==> src/rtl/prga.sv <==
`default_nettype none
// ============================================================================
//  Module   : prga
//  Brief    : RC4 keystream / decrypt stage. Runs the PRGA loop over an
//             already-keyed S memory and XORs each keystream byte with the
//             ciphertext. The message length is copied to the plaintext
//             memory first, followed by one plaintext byte per keystream byte.
//  Revision : 1.0  initial release
// ============================================================================
module prga #(
  parameter logic [7:0] LEN_ADDR = 8'd0  // ct/pt address holding the length byte
) (
  input  logic       clk,
  input  logic       rst_n,
  input  logic       en,
  output logic       rdy,
  output logic [7:0] s_addr,
  input  logic [7:0] s_rddata,
  output logic [7:0] s_wrdata,
  output logic       s_wren,
  output logic [7:0] ct_addr,
  input  logic [7:0] ct_rddata,
  output logic [7:0] pt_addr,
  output logic [7:0] pt_wrdata,
  output logic       pt_wren
);

  // One state per memory access. Both memories have a one-cycle synchronous
  // read, so every read state is followed by a state that consumes the data.
  typedef enum logic [3:0] {
    ST_IDLE   = 4'd0,
    ST_RD_LEN = 4'd1,
    ST_WR_LEN = 4'd2,
    ST_RD_SI  = 4'd3,
    ST_RD_SJ  = 4'd4,
    ST_WR_SI  = 4'd5,
    ST_WR_SJ  = 4'd6,
    ST_RD_PAD = 4'd7,
    ST_WR_PT  = 4'd8
  } state_t;

  state_t     r_state;
  state_t     w_state_nxt;

  // PRGA indices, message position/length and the two swapped S values.
  logic [7:0] r_i;
  logic [7:0] r_j;
  logic [7:0] r_k;
  logic [7:0] r_len;
  logic [7:0] r_si;
  logic [7:0] r_sj;

  // Index arithmetic, all 8-bit so it wraps mod 256 for free.
  logic [7:0] w_i_inc;
  logic [7:0] w_j_sum;
  logic [7:0] w_pad_addr;
  logic       w_last;

  assign w_i_inc    = r_i + 8'd1;
  assign w_j_sum    = r_j + s_rddata;   // s_rddata holds S[i] during RD_SJ
  assign w_pad_addr = r_si + r_sj;
  assign w_last     = (r_k == r_len);

  // State register.
  always_ff @(posedge clk or negedge rst_n) begin
    if (!rst_n) begin
      r_state <= ST_IDLE;
    end else begin
      r_state <= w_state_nxt;
    end
  end

  // Next-state and memory-port decode; outputs are purely a function of the
  // current state so a reset drops every enable in the same instant.
  always_comb begin
    w_state_nxt = r_state;
    rdy         = 1'b0;
    s_addr      = 8'd0;
    s_wrdata    = 8'd0;
    s_wren      = 1'b0;
    ct_addr     = 8'd0;
    pt_addr     = 8'd0;
    pt_wrdata   = 8'd0;
    pt_wren     = 1'b0;

    case (r_state)
      ST_IDLE: begin
        rdy = 1'b1;
        if (en) begin
          w_state_nxt = ST_RD_LEN;
        end
      end

      ST_RD_LEN: begin
        ct_addr     = LEN_ADDR;
        w_state_nxt = ST_WR_LEN;
      end

      ST_WR_LEN: begin
        // Length byte is passed straight through to the plaintext memory.
        pt_addr   = LEN_ADDR;
        pt_wrdata = ct_rddata;
        pt_wren   = 1'b1;
        if (ct_rddata == 8'd0) begin
          w_state_nxt = ST_IDLE;
        end else begin
          w_state_nxt = ST_RD_SI;
        end
      end

      ST_RD_SI: begin
        s_addr      = w_i_inc;
        w_state_nxt = ST_RD_SJ;
      end

      ST_RD_SJ: begin
        s_addr      = w_j_sum;
        w_state_nxt = ST_WR_SI;
      end

      ST_WR_SI: begin
        // S[j] is on the read bus this cycle; write it into S[i] directly.
        s_addr      = r_i;
        s_wrdata    = s_rddata;
        s_wren      = 1'b1;
        w_state_nxt = ST_WR_SJ;
      end

      ST_WR_SJ: begin
        s_addr      = r_j;
        s_wrdata    = r_si;
        s_wren      = 1'b1;
        w_state_nxt = ST_RD_PAD;
      end

      ST_RD_PAD: begin
        s_addr      = w_pad_addr;
        ct_addr     = r_k;
        w_state_nxt = ST_WR_PT;
      end

      ST_WR_PT: begin
        pt_addr   = r_k;
        pt_wrdata = s_rddata ^ ct_rddata;
        pt_wren   = 1'b1;
        if (w_last) begin
          w_state_nxt = ST_IDLE;
        end else begin
          w_state_nxt = ST_RD_SI;
        end
      end

      default: begin
        w_state_nxt = ST_IDLE;
      end
    endcase
  end

  // Datapath registers, each updated only in the state that produces it.
  always_ff @(posedge clk or negedge rst_n) begin
    if (!rst_n) begin
      r_i   <= 8'd0;
      r_j   <= 8'd0;
      r_k   <= 8'd0;
      r_len <= 8'd0;
      r_si  <= 8'd0;
      r_sj  <= 8'd0;
    end else begin
      case (r_state)
        ST_IDLE: begin
          if (en) begin
            r_i <= 8'd0;
            r_j <= 8'd0;
            r_k <= 8'd1;
          end
        end
        ST_WR_LEN: begin
          r_len <= ct_rddata;
        end
        ST_RD_SI: begin
          r_i <= w_i_inc;
        end
        ST_RD_SJ: begin
          r_si <= s_rddata;
          r_j  <= w_j_sum;
        end
        ST_WR_SI: begin
          r_sj <= s_rddata;
        end
        ST_WR_PT: begin
          // k stops at len, so a 255-byte message never wraps onto LEN_ADDR.
          if (!w_last) begin
            r_k <= r_k + 8'd1;
          end
        end
        default: begin
        end
      endcase
    end
  end

endmodule
`default_nettype wire

==> config.mk <==
export PLATFORM = sky130hd
export DESIGN_NAME = prga
export DESIGN_NICKNAME = d
export VERILOG_FILES = /design/src/rtl/prga.sv
export SDC_FILE = /design/constraint.sdc
export NUM_CORES = 1
export LEC_CHECK = 0
export ABC_CLOCK_PERIOD_IN_PS = 3800
export CAP_MARGIN = 20
export CORE_MARGIN = 1.5
export CORE_UTILIZATION = 53
export DETAILED_ROUTE_END_ITERATION = 10
export MAX_ROUTING_LAYER = met4
export PLACE_DENSITY = 0.9
export SLEW_MARGIN = 20
export SYNTH_ARGS = -nofsm -noshare
export SYNTH_HDL_FRONTEND = slang
export SYNTH_SLANG_ARGS = --single-unit
==> constraint.sdc <==
create_clock -name clk -period 3.8 [get_ports clk]
set_clock_uncertainty 0.2 [all_clocks]
set_input_delay 0.76 -clock clk [delete_from_list [all_inputs] [get_ports clk]]
set_output_delay 0.76 -clock clk [all_outputs]
set_load 0.005 [all_outputs]
==> impl_results.md <==
- Status: finished with violations
- Failing checks: negative setup slack
- Share of layout cells above drive strength 1: 0.1903
- Slew of the pin with the lowest slew margin: 0.9959 ns
- Arrival time at the worst endpoint: 2.88 ns
- RSZ-0062 raised after global routing: true
- IO Count: 62
- CP endpoint kind: output pin
- Hold Path Depth: 1
- H-tree depth: 2
- Critical Path RT: 2.84 ns
- Pin count of the biggest net entering global routing: 44
- Die area: 7146 um^2
- Net count, final: 530
- Max Fclk: 260.5 MHz
- CP Launch Type: input pin
- Final setup TNS: -0.03859 ns
- Die W: 84.54 um
- Final worst slack: -0.03859 ns
- Initial drt markers: 395
- CTS tree: yes
- Placed Area: 4380 um^2
- Syn Area/Cell: 8.765 um^2
- Pins over their slew limit: 0
- Global route total overflow: 0
- N_diodes: 0
- Die Ht: 84.54 um
- Commonest non-fill, non-tap cell in the layout: nand2_1
- Core Area: 6386 um^2
- Core Util, Final: 0.7259
- VDD IR max: 0.0004701 V
- Period minus WS final: 3.839 ns
- Hpwl dp: 7263 um
- Final Cell Area: 4636 um^2
- Post-Route WL: 11,280 um
- Max-cap viol count: 0
- CTS Buf Count: 5
- Worst-path clk slew: 0.08 ns
- Net Count, Synth: 439
- YS warnings: 0
- Wire per inst: 19.75 um
- Syn Inst Count: 402
- Max Root-Sink Buffers: 2
- Hold_ws: 0.3198 ns
- FF+latch count, synth: 52
- DRT Pass-1 Iters: 6
- Setup-failing EPs final: 1
- Vias: 3,659
- Worst-Skew Late Latency: 0.32 ns
- Number of core rows: 29
- Clk sink count: 52
- Distinct cells, synth: 50
- Main synth FF type: dfrtp_1
- Most frequent cells in the layout: nand2_1, clkdlybuf4s50_1, dfrtp_1, buf_4
- Overall power: 3522 uW
- DR vias/cell: 6.408
- CTS Hold Bufs: 0
- P per Cell Area: 759.7 nW/um^2
- Initial core utilization: 0.5517
- Root buffer cell: clkbuf_8
- Period utilization: 1.010
- Share of flip-flops with an asynchronous set or reset: 1.000
- Total track usage: 0.3100
- Relative slew slack: 0.3360
- Critical Setup Path Class: in -> out
- First-pass GRT wire length: 16,940 um
- Area delta synth->final: 31.57%
- Vias in the first global route: 3,429
- Syn Std Cell Area: 3523 um^2
- Initial antenna violation count: 0
- Hold Path Class: reg -> reg
- # DRC: 0
- Reg2Reg Depth: 12
- Buffers on Ports: 61
- DRT antenna net count: 0
- Post-synth EDFFs: 0
- Seq/Total Area, Yosys: 0.3693
- Leak: 0.002078 uW
- Final hold violation count: 0
- Routability cong.: 0.9015
- Critical path fanouts, max: 2
-- registers in the layout, indices dropped and copies added, names as in the netlist --
register	flops
r_len	8
r_state	4
r_i	8
r_j	8
r_k	8
r_sj	8
r_si	8
-- Yosys cell counts, types with 3 or more instances --
cell type / number / area (um^2)
a21oi_1: 20 / 100.1
mux2i_1: 3 / 30.03
nand2b_1: 6 / 37.54
clkbuf_1: 5 / 18.77
a22o_1: 7 / 61.31
nor3_1: 3 / 15.01
inv_1: 12 / 45.04
a22oi_1: 5 / 37.54
nand3_1: 8 / 40.04
nand2_1: 63 / 236.5
nor2b_1: 4 / 25.02
nand4_1: 6 / 37.54
nor3_2: 3 / 30.03
o21ai_0: 36 / 180.2
dfrtp_1: 52 / 1301
ha_1: 16 / 200.2
and2_1: 17 / 106.4
xor2_1: 17 / 148.9
nor2_1: 35 / 131.4
and3_1: 7 / 43.79
nor3b_1: 3 / 22.52
o22ai_1: 3 / 18.77
nand3b_1: 3 / 22.52
buf_2: 8 / 40.04
xnor2_1: 12 / 105.1
mux2_2: 15 / 168.9
o221ai_1: 3 / 26.28
nor4_1: 4 / 25.02
-- repair_timing --
item	CTS	global route
setup buffers	3	4
endpoints found under the setup margin	6	5
resized for setup	27	15
pin swaps	12	8
-- layout make-up --
cell class	instances	area, um^2
flip-flops and latches	52	1304
inverters	12	45.04
clock inverters	3	18.77
well taps	77	96.34
multi-input cells	323	2227
repair buffers	99	875.8
clock buffers	5	68.82
fillers	421	1750
-- final timing paths --
check / end / startpoint / slack (ns)
min in group asynchronous: r_si[1] / rst_n / 0.40
worst min register to register: r_sj[3] / r_sj[3] / 0.32
worst min-delay path: r_sj[3] / r_sj[3] / 0.32
worst max-delay path: s_addr[6] / s_rddata[0] / -0.04
max in group asynchronous: r_j[5] / rst_n / 2.29
worst max register to register: r_j[6] / r_j[0] / 0.98
-- metal layers --
metal  wire [um]  global-route usage
met1        4374              0.3778
met2        5138              0.4769
met3        1071             0.07768
met4         693              0.1598
met5           0                   -
-- power breakdown --
group	switching (uW)	leakage [uW]	internal (uW)
Combinational	1100	0.00138	1050
Sequential	278	0.000654	769
Clock	198	0.0000479	129
Total	1580	0.00208	1940
-- through the flow --
step           setup slack (ns)  cells
5_1_grt                -0.04455    571
4_1_cts                0.001966    567
3_3_place_gp            -0.5716    556
2_1_floorplan            0.4810    402
3_5_place_dp            -0.6591    556
6_report               -0.03859    571
-- cells by family after synthesis --
kind of cell | count (synthesis) | share of synthesized area
xor+xnor | 29 | 0.07209
fa+ha+maj | 18 | 0.06818
mux | 18 | 0.05646
flops | 52 | 0.3693
compound gates | 87 | 0.1545
simple gates | 171 | 0.2447
buf+inv | 27 | 0.03480
-- critical path: stages --
cell	delay [ns]
buf_4	0.11
ha_4	0.13
inv_2	0.04
fa_2	0.38
nor2b_2	0.13
o21ai_2	0.08
a21oi_2	0.22
mux2i_2	0.32
o311ai_2	0.17
a211o_1	0.27
dlygate4sd2_1	0.27
No activity file was read; power rests on OpenSTA's default activity.
